### config.mk
export PLATFORM = sky130hd
export DESIGN_NAME = serial_shift_receiver
export DESIGN_NICKNAME = d
export VERILOG_FILES = /design/src/rtl/serial_rx_pkg.sv /design/src/rtl/bit_timer.sv /design/src/rtl/serial_shift_receiver.sv
export SDC_FILE = /design/constraint.sdc
export NUM_CORES = 1
export LEC_CHECK = 0
export CORE_MARGIN = 3
export CORE_UTILIZATION = 57
export CTS_CLUSTER_SIZE = 40
export DETAILED_ROUTE_END_ITERATION = 6
export GPL_TIMING_DRIVEN = 0
export PLACE_DENSITY = 0.79
export RECOVER_POWER = 100
export SETUP_SLACK_MARGIN = 0.02
export SLEW_MARGIN = 20
export SYNTH_ARGS = -nofsm -noshare
export SYNTH_HDL_FRONTEND = slang
export SYNTH_SLANG_ARGS = --single-unit
### constraint.sdc
create_clock -name clock -period 3.63 [get_ports clock]
set_input_delay 0.726 -clock clock [delete_from_list [all_inputs] [get_ports clock]]
set_output_delay 0.726 -clock clock [all_outputs]
set_load 0.1 [all_outputs]
### src/rtl/serial_rx_pkg.sv
// Shared types and defaults for the framed serial receiver: FSM state encoding
// and the default bit period / word width.
package serial_rx_pkg;

  typedef enum logic [2:0] {
    IDLE,
    START,
    DATA,
    PARITY,
    STOP
  } rx_state_t;

  localparam int DEF_CLKS_PER_BIT = 16;
  localparam int DEF_DATA_BITS    = 8;

endpackage

### src/rtl/bit_timer.sv
// Bit-period down-counter for the serial receiver. o_expire is high for the one
// cycle in which the count sits at 1, so the owner acts exactly i_load_val
// cycles after the load.
module bit_timer #(
  parameter int CLKS_PER_BIT = 16
) (
  input  logic                          clock,
  input  logic                          reset,
  input  logic                          i_load,
  input  logic [$clog2(CLKS_PER_BIT):0] i_load_val,
  output logic                          o_expire
);

  localparam int            TW  = $clog2(CLKS_PER_BIT) + 1;
  localparam logic [TW-1:0] ONE = TW'(1);

  logic [TW-1:0] r_count;

  always_ff @(posedge clock or negedge reset) begin
    if (!reset) begin
      r_count <= '0;
    end else if (i_load) begin
      r_count <= i_load_val;
    end else if (r_count != '0) begin
      r_count <= r_count - 1'b1;
    end
  end

  assign o_expire = (r_count == ONE);

endmodule

### src/rtl/serial_shift_receiver.sv
// Framed LSB-first serial receiver with a one-word valid/ready holding register.
// Define SERIAL_RX_PARITY_EN to expect and check one even-parity bit per frame.
module serial_shift_receiver
  import serial_rx_pkg::*;
#(
  parameter int CLKS_PER_BIT = DEF_CLKS_PER_BIT,
  parameter int DATA_BITS    = DEF_DATA_BITS
) (
  input  logic                 clock,
  input  logic                 reset,
  input  logic                 serial_in,
  output logic [DATA_BITS-1:0] out_data,
  output logic                 out_valid,
  input  logic                 out_ready,
  output logic                 frame_err,
  output logic                 overrun,
  output logic                 parity_err
);

  localparam int            TW       = $clog2(CLKS_PER_BIT) + 1;
  localparam int            CW       = $clog2(DATA_BITS + 1);
  localparam logic [TW-1:0] HALF_BIT = TW'(CLKS_PER_BIT / 2);
  localparam logic [TW-1:0] FULL_BIT = TW'(CLKS_PER_BIT);
  localparam logic [CW-1:0] LAST_BIT = CW'(DATA_BITS - 1);

  // Valid/ready: a word transfers in any cycle where out_valid and out_ready are
  // both 1; out_data is held stable from the rise of out_valid until that cycle.

  logic                 r_sync1;
  logic                 r_sync2;
  rx_state_t            r_state;
  logic [CW-1:0]        r_bit_cnt;
  logic [DATA_BITS-1:0] r_shift;
  logic [DATA_BITS-1:0] r_data;
  logic                 r_stop_bit;
  logic                 r_done;
  logic                 r_valid;
  logic                 r_frame_err;
  logic                 r_overrun;

  logic                 w_line;
  logic                 w_expire;
  logic                 w_tmr_load;
  logic [TW-1:0]        w_tmr_val;
  logic [DATA_BITS-1:0] w_shift_next;
  logic                 w_par_bad;
  logic                 w_hs;

  // Both stages reset high so leaving reset never looks like a start bit.
  always_ff @(posedge clock or negedge reset) begin
    if (!reset) begin
      r_sync1 <= 1'b1;
      r_sync2 <= 1'b1;
    end else begin
      r_sync1 <= serial_in;
      r_sync2 <= r_sync1;
    end
  end

  assign w_line = r_sync2;
  assign w_hs   = r_valid & out_ready;

  bit_timer #(
    .CLKS_PER_BIT(CLKS_PER_BIT)
  ) u_bit_timer (
    .clock     (clock),
    .reset     (reset),
    .i_load    (w_tmr_load),
    .i_load_val(w_tmr_val),
    .o_expire  (w_expire)
  );

  always_comb begin
    w_tmr_load = 1'b0;
    w_tmr_val  = FULL_BIT;
    case (r_state)
      IDLE: begin
        if (!w_line) begin
          w_tmr_load = 1'b1;
          w_tmr_val  = HALF_BIT;
        end
      end
      START:  w_tmr_load = w_expire & ~w_line;
      DATA:   w_tmr_load = w_expire;
`ifdef SERIAL_RX_PARITY_EN
      PARITY: w_tmr_load = w_expire;
`endif
      default: w_tmr_load = 1'b0;
    endcase
  end

  // Right shift: the newest sample lands in the MSB, so bit 0 ends up first-sent.
  always_comb begin
    w_shift_next                = r_shift >> 1;
    w_shift_next[DATA_BITS-1]   = w_line;
  end

`ifdef SERIAL_RX_PARITY_EN
  logic r_par_bit;
  logic r_parity_err;
  assign w_par_bad  = ^{r_shift, r_par_bit};
  assign parity_err = r_parity_err;
`else
  assign w_par_bad  = 1'b0;
  assign parity_err = 1'b0;
`endif

  always_ff @(posedge clock or negedge reset) begin
    if (!reset) begin
      r_state     <= IDLE;
      r_bit_cnt   <= '0;
      r_shift     <= '0;
      r_stop_bit  <= 1'b1;
      r_done      <= 1'b0;
      r_data      <= '0;
      r_valid     <= 1'b0;
      r_frame_err <= 1'b0;
      r_overrun   <= 1'b0;
`ifdef SERIAL_RX_PARITY_EN
      r_par_bit    <= 1'b0;
      r_parity_err <= 1'b0;
`endif
    end else begin
      r_done      <= 1'b0;
      r_frame_err <= 1'b0;
      r_overrun   <= 1'b0;
`ifdef SERIAL_RX_PARITY_EN
      r_parity_err <= 1'b0;
`endif
      case (r_state)
        IDLE: begin
          if (!w_line) r_state <= START;
        end
        START: begin
          if (w_expire) begin
            r_bit_cnt <= '0;
            r_state   <= w_line ? IDLE : DATA;
          end
        end
        DATA: begin
          if (w_expire) begin
            r_shift   <= w_shift_next;
            r_bit_cnt <= r_bit_cnt + 1'b1;
            if (r_bit_cnt == LAST_BIT) begin
`ifdef SERIAL_RX_PARITY_EN
              r_state <= PARITY;
`else
              r_state <= STOP;
`endif
            end
          end
        end
`ifdef SERIAL_RX_PARITY_EN
        PARITY: begin
          if (w_expire) begin
            r_par_bit <= w_line;
            r_state   <= STOP;
          end
        end
`endif
        STOP: begin
          if (w_expire) begin
            r_stop_bit <= w_line;
            r_done     <= 1'b1;
            r_state    <= IDLE;
          end
        end
        default: r_state <= IDLE;
      endcase

      // Frame verdict is resolved one cycle after the stop sample; a load in
      // that cycle overrides the clear from a simultaneous handshake.
      if (w_hs) r_valid <= 1'b0;
      if (r_done) begin
        if (!r_stop_bit) begin
          r_frame_err <= 1'b1;
        end else if (w_par_bad) begin
`ifdef SERIAL_RX_PARITY_EN
          r_parity_err <= 1'b1;
`endif
        end else if (r_valid && !out_ready) begin
          r_overrun <= 1'b1;
        end else begin
          r_data  <= r_shift;
          r_valid <= 1'b1;
        end
      end
    end
  end

  assign out_data  = r_data;
  assign out_valid = r_valid;
  assign frame_err = r_frame_err;
  assign overrun   = r_overrun;

endmodule

==> results.txt, run 1 <==
Synth cell types = 36
Capture point of the worst path = r_shift[0]
Post-synth EDFFs = 0
Post-synthesis area per instance = 11.5 um^2
Critical Path Fanout Max = 9
Count of inserted antenna diode cells = 0
Number of warning messages in the yosys log = 0
Pwr/cell area = 607 nW/um^2
Crit path launch = u_bit_timer.r_count[1]
Initial detailed-routing violation count = 32
Post-synthesis sequential area ratio = 55.7%
Post-synthesis cell type with the largest combined area = sky130_fd_sc_hd__dfrtp_1
Share of the synthesized netlist area taken by xor and xnor gates = 0.555%
Setup repair after global routing missed its margin = false
Total DRC errors in the routed layout = 0
Dpl cells = 182
Maximum number of pins on one net before global-route repair = 33
Share of the synthesized area in the top cell type = 50.8%
Total number of nets in the final design = 167
Synthesized netlist net count = 145
Crit start category = flip-flop
Site row count = 18
Clock latency on the worst-skew pair = 330 ps
Total global-route track usage = 19.1%
Post-detailed-placement half-perimeter wirelength = 1900 um
CTS H-Tree Depth = 2
Required time of the critical path = 3850 ps
First-pass detailed-route iteration total = 4
Number of hold violations in the final report = 0
Register clock-pin slew on the reported worst setup and hold paths = 100 ps
Dpl ws = 1270 ps
Clock tree from TritonCTS = yes
Slew headroom = -7.09%
Cell class contributing the biggest share of worst-path delay = simple AND/OR/NAND/NOR gates
Max Cap Viol = 1
Count of pins on the block boundary = 16
Shortest period the worst path allows = 2780 ps
Wirelength, routed = 2710 um
Arr. time, crit path = 3000 ps
Final Slew Violations = 33
Post-route fraction of the period consumed by the critical path = 76.4%
Length in cells of the worst reg-to-reg path = 6
Leakage Power = 0.890 nW
Reg-to-reg setup timing slack = 850 ps
Biggest cell delay along the critical path = 1000 ps
Routed length per placed instance = 14.3 um
Share of the core filled with cells = 72.4%
Top post-synthesis cells by count = 32 x sky130_fd_sc_hd__dfrtp_1, 18 x sky130_fd_sc_hd__mux2_2, 14 x sky130_fd_sc_hd__nor2_1
Area of the die = 3440 um^2
Weighted congestion at the end of routability-driven global placement = 0.845
Combinational family with the most area after synthesis = simple AND/OR/NAND/NOR gates
Synth async-reset ratio = 100%
Postcts setup bufs = 0
Global-route wire length before repair = 4890 um
Highest attainable clock frequency = 360 MHz
Cell count after synthesis = 137
Remaining antenna violation count after routing = 0
Vias in the first global route = 1074
Top area cells in the synthesized netlist = sky130_fd_sc_hd__dfrtp_1 51%, sky130_fd_sc_hd__mux2_2 13%, sky130_fd_sc_hd__dfstp_2 5.0%
DIE HEIGHT = 58.6 um
Power consumption = 1.12 mW
Logic depth of the worst path, buffers included = 6
Buffer type at the clock tree root = sky130_fd_sc_hd__clkbuf_4
Type of the setup path with the least slack = reg -> reg
Result of the run = complete, but fails checks
CP bufs+invs = 2
Flop and latch count out of synthesis = 35
Starting density of the core = 62.0%
Mapped cell area = 1580 um^2
Largest clock skew in the final design = 4.99 ps
Crit. End Element = flip-flop
Worst-margin pin slew = 1610 ps
Number of antenna violations at the first check in global routing = 0
Class of the tightest hold or removal check = in -> async
Cells traversed along the worst timing path = inv_1, ha_1, or4b_1, clkbuf_1, nor3_1, mux2_2
R2R Path Start = u_bit_timer.r_count[1]
Total grt overflow = 0
Number of gates given a new drive strength after cts = 0
Area added between synthesis and finish = 16.7%
Routed via count = 1085
WHS = 197 ps
Synth Area in Simple Gates = 14.0%
Top flip-flop cell by instance count after synthesis = sky130_fd_sc_hd__dfrtp_1
Final setup violation count = 0
Cts hold-fix bufs = 0
Number of inserted filler cells in the final layout = 184
Multiplexer share of the synthesized area = 13.5%
Worst IR Drop VDD = 501 uV
Fraction of layout instances using a drive strength above 1 = 18.1%
Port Buf Inserts = 14
Final worst setup slack = 855 ps
Highest-delay cell along the critical path = sky130_fd_sc_hd__nor3_1
Via-per-instance ratio = 5.71
Number of buffers created by CTS = 5
Synthesized-area fraction occupied by adder cells = 3.17%
Setup total negative slack = 0 ps
Total non-filler cell area in the finished layout = 1840 um^2
Final Instance Count excl. Fillers = 190
Die Width = 58.6 um
Clock sinks = 35
Total cell area at the placement stage = 1770 um^2
Post-synthesis compound-gate area fraction = 9.60%
Buffers from clock root to sink, at most = 2
R2R Path End = r_shift[0]
Library cell with the highest instance count after synthesis = sky130_fd_sc_hd__dfrtp_1
Violations in the final reports = capacitance limit, slew limit
Std-Cell Core Area = 2540 um^2
worst min-delay path by stage:
stage / to / slack [ps] / startpoint
finish: u_bit_timer.r_count[3] / 200 / reset
global route: u_bit_timer.r_count[4] / 190 / reset
CTS: r_bit_cnt[2] / 180 / reset
detailed placement: r_sync2 / 350 / r_sync1
global placement: r_sync2 / 350 / r_sync1
floorplan: r_sync2 / 350 / r_sync1
worst reg2reg max path, cell delays in order (launching register included):
cell and delay, ps:
sky130_fd_sc_hd__dfrtp_1 400, sky130_fd_sc_hd__inv_1 100, sky130_fd_sc_hd__ha_1 160, sky130_fd_sc_hd__or4b_1 420, sky130_fd_sc_hd__clkbuf_1 150, sky130_fd_sc_hd__nor3_1 1000
sky130_fd_sc_hd__mux2_2 440
power by group:
part           total [mW]  leakage [nW]  internal (mW)  switching (mW)
Clock               0.345        0.0525          0.215           0.130
Sequential          0.527         0.456          0.458          0.0690
Combinational       0.247         0.381          0.122           0.125
Total                1.12         0.890          0.795           0.323
cells by family after synthesis:
family                     Yosys count
other                                1
DFF                                 35
adders and majority gates            4
AOI/OAI and AO/OA                   23
and+or+nand+nor                     42
xor gates and xnor gates             1
muxes                               19
buffers and inverters               12
cells in the final DEF, fill, tap and decap left out, types with 2 or more instances in the layout:
cell type                       count
sky130_fd_sc_hd__a21o_1             2
sky130_fd_sc_hd__a21oi_1            3
sky130_fd_sc_hd__a31oi_1            3
sky130_fd_sc_hd__bufinv_16          2
sky130_fd_sc_hd__clkbuf_1           9
sky130_fd_sc_hd__clkbuf_4           5
sky130_fd_sc_hd__dfrtp_1           32
sky130_fd_sc_hd__dfstp_2            2
sky130_fd_sc_hd__dlygate4sd3_1     13
sky130_fd_sc_hd__ha_1               4
sky130_fd_sc_hd__inv_1              5
sky130_fd_sc_hd__mux2_2            17
sky130_fd_sc_hd__nand2_1            7
sky130_fd_sc_hd__nand2b_1           3
sky130_fd_sc_hd__nand3_1            4
sky130_fd_sc_hd__nor2_1            14
sky130_fd_sc_hd__nor2b_1            4
sky130_fd_sc_hd__nor3_1             3
sky130_fd_sc_hd__o21ai_0            7
sky130_fd_sc_hd__o311ai_0           2
cell type report:
cell class / instances / area (um^2) / share of cell area, %
multi-input cells: 90 / 637 / 34.6
plain buffers: 7 / 30.0 / 1.63
inverters: 5 / 18.8 / 1.02
repair buffers: 15 / 138 / 7.47
flip-flops and latches: 35 / 880 / 47.8
clock buffers: 6 / 41.3 / 2.24
clock inverters: 2 / 60.1 / 3.26
well taps: 30 / 37.5 / 2.04
layer usage:
layer | share of wire (%) | global-route usage [%] | routed length, um
met5 | 0 | 0 | 0
met4 | 1.6 | 8.09 | 42
met3 | 4.1 | 6.80 | 111
met2 | 48 | 29.2 | 1310
met1 | 46 | 24.9 | 1250
state kept, by name, summed over array words and instances (netlist names), 3 cells and up:
register	count
out_data	8
r_bit_cnt	4
r_shift	8
r_state	3
u_bit_timer.r_count	5
No activity file was read; power rests on OpenSTA's default activity.
==> run 2, diff against run 1 <==
--- a/config.mk
+++ b/config.mk
@@ -6,11 +6,11 @@
 export NUM_CORES = 1
 export LEC_CHECK = 0
 export CORE_MARGIN = 3
-export CORE_UTILIZATION = 57
+export CORE_UTILIZATION = 55
 export CTS_CLUSTER_SIZE = 40
 export DETAILED_ROUTE_END_ITERATION = 6
 export GPL_TIMING_DRIVEN = 0
-export PLACE_DENSITY = 0.79
+export PLACE_DENSITY = 0.77
 export RECOVER_POWER = 100
 export SETUP_SLACK_MARGIN = 0.02
 export SLEW_MARGIN = 20
==> constraint.sdc (replaced) <==
create_clock -name clock -period 2.6 [get_ports clock]
set_input_delay 0.52 -clock clock [delete_from_list [all_inputs] [get_ports clock]]
set_output_delay 0.52 -clock clock [all_outputs]
set_load 0.1 [all_outputs]
==> run 2 against run 1 <==
The flow now finishes without violations. Via count is 1.9% lower. Sequential share of layout area rose by 1.1 points. Non-clock buffer count unchanged. Largest cell class unchanged.
==> results.txt, run 2 (synthesis results as in run 1) <==
Count of pins on the block boundary = 16 (unchanged)
Port Buf Inserts = 14 (unchanged)
Largest clock skew in the final design = 16.9 ps (was 4.99 ps)
WHS = 217 ps (was 197 ps)
Via-per-instance ratio = 5.60 (was 5.71)
Site row count = 18 (unchanged)
Total grt overflow = 0 (unchanged)
Routed length per placed instance = 14.1 um (was 14.3 um)
Arr. time, crit path = 1920 ps (was 3000 ps)
Shortest period the worst path allows = 2440 ps
Pwr/cell area = 754 nW/um^2 (was 607 nW/um^2)
Crit. End Element = output pin (was flip-flop)
CP bufs+invs = 1 (was 2)
Highest attainable clock frequency = 410 MHz
Biggest cell delay along the critical path = 1210 ps (was 1000 ps)
Required time of the critical path = 2080 ps (was 3850 ps)
Register clock-pin slew on the reported worst setup and hold paths = 110 ps (was 100 ps)
Post-detailed-placement half-perimeter wirelength = 1900 um (about the same)
Total DRC errors in the routed layout = 0 (unchanged)
Max Cap Viol = 0 (was 1)
Power consumption = 1.36 mW (was 1.12 mW)
Number of antenna violations at the first check in global routing = 0 (unchanged)
Std-Cell Core Area = 2590 um^2 (was 2540 um^2)
Buffer type at the clock tree root = sky130_fd_sc_hd__clkbuf_4 (unchanged)
Cts hold-fix bufs = 0 (unchanged)
Total global-route track usage = 18.3% (was 19.1%)
Crit path launch = out_data[7] (was u_bit_timer.r_count[1])
Area added between synthesis and finish = 14.0% (was 16.7%)
Remaining antenna violation count after routing = 0 (unchanged)
Share of the core filled with cells = 69.5% (was 72.4%)
Die Width = 59.6 um (was 58.6 um)
Number of hold violations in the final report = 0 (unchanged)
CTS H-Tree Depth = 2 (unchanged)
Routed via count = 1064 (was 1085)
Vias in the first global route = 1016 (was 1074)
R2R Path Start = u_bit_timer.r_count[1] (unchanged)
Class of the tightest hold or removal check = in -> async (unchanged)
Postcts setup bufs = 0 (unchanged)
Area of the die = 3550 um^2 (was 3440 um^2)
DIE HEIGHT = 59.6 um (was 58.6 um)
Number of gates given a new drive strength after cts = 0 (unchanged)
Slew headroom = 27.4% (was -7.09%)
Crit start category = flip-flop (unchanged)
Starting density of the core = 60.9% (was 62.0%)
Clock latency on the worst-skew pair = 330 ps (about the same)
Weighted congestion at the end of routability-driven global placement = 0.815 (was 0.845)
Maximum number of pins on one net before global-route repair = 22 (was 33)
Leading cell types in the layout, fill and taps excluded = 32 x sky130_fd_sc_hd__dfrtp_1, 18 x sky130_fd_sc_hd__mux2_2, 14 x sky130_fd_sc_hd__nor2_1 (was 32 x sky130_fd_sc_hd__dfrtp_1, 17 x sky130_fd_sc_hd__mux2_2, 14 x sky130_fd_sc_hd__nor2_1)
Type of the setup path with the least slack = reg -> out (was reg -> reg)
Result of the run = complete, no violations (was complete, but fails checks)
Leakage Power = 0.866 nW (was 0.890 nW)
Number of buffers created by CTS = 5 (unchanged)
Commonest non-fill, non-tap cell in the layout = sky130_fd_sc_hd__dfrtp_1 (unchanged)
Fraction of layout instances using a drive strength above 1 = 19.4% (was 18.1%)
Cell class contributing the biggest share of worst-path delay = buffers and inverters (was simple AND/OR/NAND/NOR gates)
Final Slew Violations = 0 (was 33)
Setup repair after global routing missed its margin = false (unchanged)
Clock tree from TritonCTS = yes (unchanged)
Post-route fraction of the period consumed by the critical path = 93.8%
Count of inserted antenna diode cells = 0 (unchanged)
Final setup violation count = 0 (unchanged)
Buffers from clock root to sink, at most = 2 (unchanged)
Worst IR Drop VDD = 579 uV (was 501 uV)
Wirelength, routed = 2680 um (was 2710 um)
Highest-delay cell along the critical path = sky130_fd_sc_hd__dlygate4sd3_1 (was sky130_fd_sc_hd__nor3_1)
Critical Path Fanout Max = 2 (was 9)
Total number of nets in the final design = 167 (unchanged)
Global-route wire length before repair = 4710 um (was 4890 um)
Setup total negative slack = 0 ps (unchanged)
Cells traversed along the worst timing path = dlygate4sd3_1 (was inv_1, ha_1, or4b_1, clkbuf_1, nor3_1, mux2_2)
Clock sinks = 35 (unchanged)
First-pass detailed-route iteration total = 4 (unchanged)
Worst-margin pin slew = 1090 ps (was 1610 ps)
Initial detailed-routing violation count = 37 (was 32)
[run 2: per-layer routing]
metal / vias up / GRT usage (%) / wire (um) / part of all wire [%]
li1: 523 / - / - / -
met5: - / 0 / 0 / 0
met3: 5 / 6.54 / 157 / 5.9
met4: 0 / 5.70 / 40 / 1.5
met2: 30 / 27.9 / 1300 / 48
met1: 506 / 24.5 / 1180 / 44
[run 2: worst paths after layout]
kind | end | slack [ps] | cells past startpoint
worst max register to register | r_shift[5] | 290 | 6
worst max-delay path | out_data[7] | 160 | 1
max in group asynchronous | r_shift[2] | 930 | 2
worst min register to register | r_sync2 | 360 | 0
min in group clock | r_sync2 | 360 | 0
worst min-delay path | r_bit_cnt[3] | 220 | 1
[run 2: through the flow]
step / area [um^2] / cells / setup slack (ps)
floorplan: 1580 / 137 / 634
global placement: 1760 / 181 / 337
detailed placement: 1780 / 182 / 399
CTS: 1830 / 190 / 198
global route: 1800 / 190 / 110
finish: 1800 / 190 / 160
[run 2: layout make-up]
class	count	area (um^2)
Buffer	7	30.0
Clock buffer	6	41.3
Clock inverter	2	12.5
Fill cell	196	791
Inverter	5	18.8
Multi-Input combinational cell	90	642
Sequential cell	35	880
Tap cell	30	37.5
Timing Repair Buffer	15	138
[run 2: worst reg2reg max path, stage by stage, from the launching register on]
cell                       delay (ps)
sky130_fd_sc_hd__dfrtp_1          390
sky130_fd_sc_hd__inv_1            100
sky130_fd_sc_hd__ha_1             160
sky130_fd_sc_hd__or4b_1           420
sky130_fd_sc_hd__clkbuf_1         160
sky130_fd_sc_hd__nor3_2           570
sky130_fd_sc_hd__mux2_2           410
[run 2: power breakdown]
group	switching [mW]	leakage, nW	internal, mW	total (mW)
Combinational	0.172	0.382	0.173	0.345
Clock	0.175	0.0282	0.104	0.280
Sequential	0.0927	0.456	0.639	0.732
Total	0.440	0.866	0.917	1.36
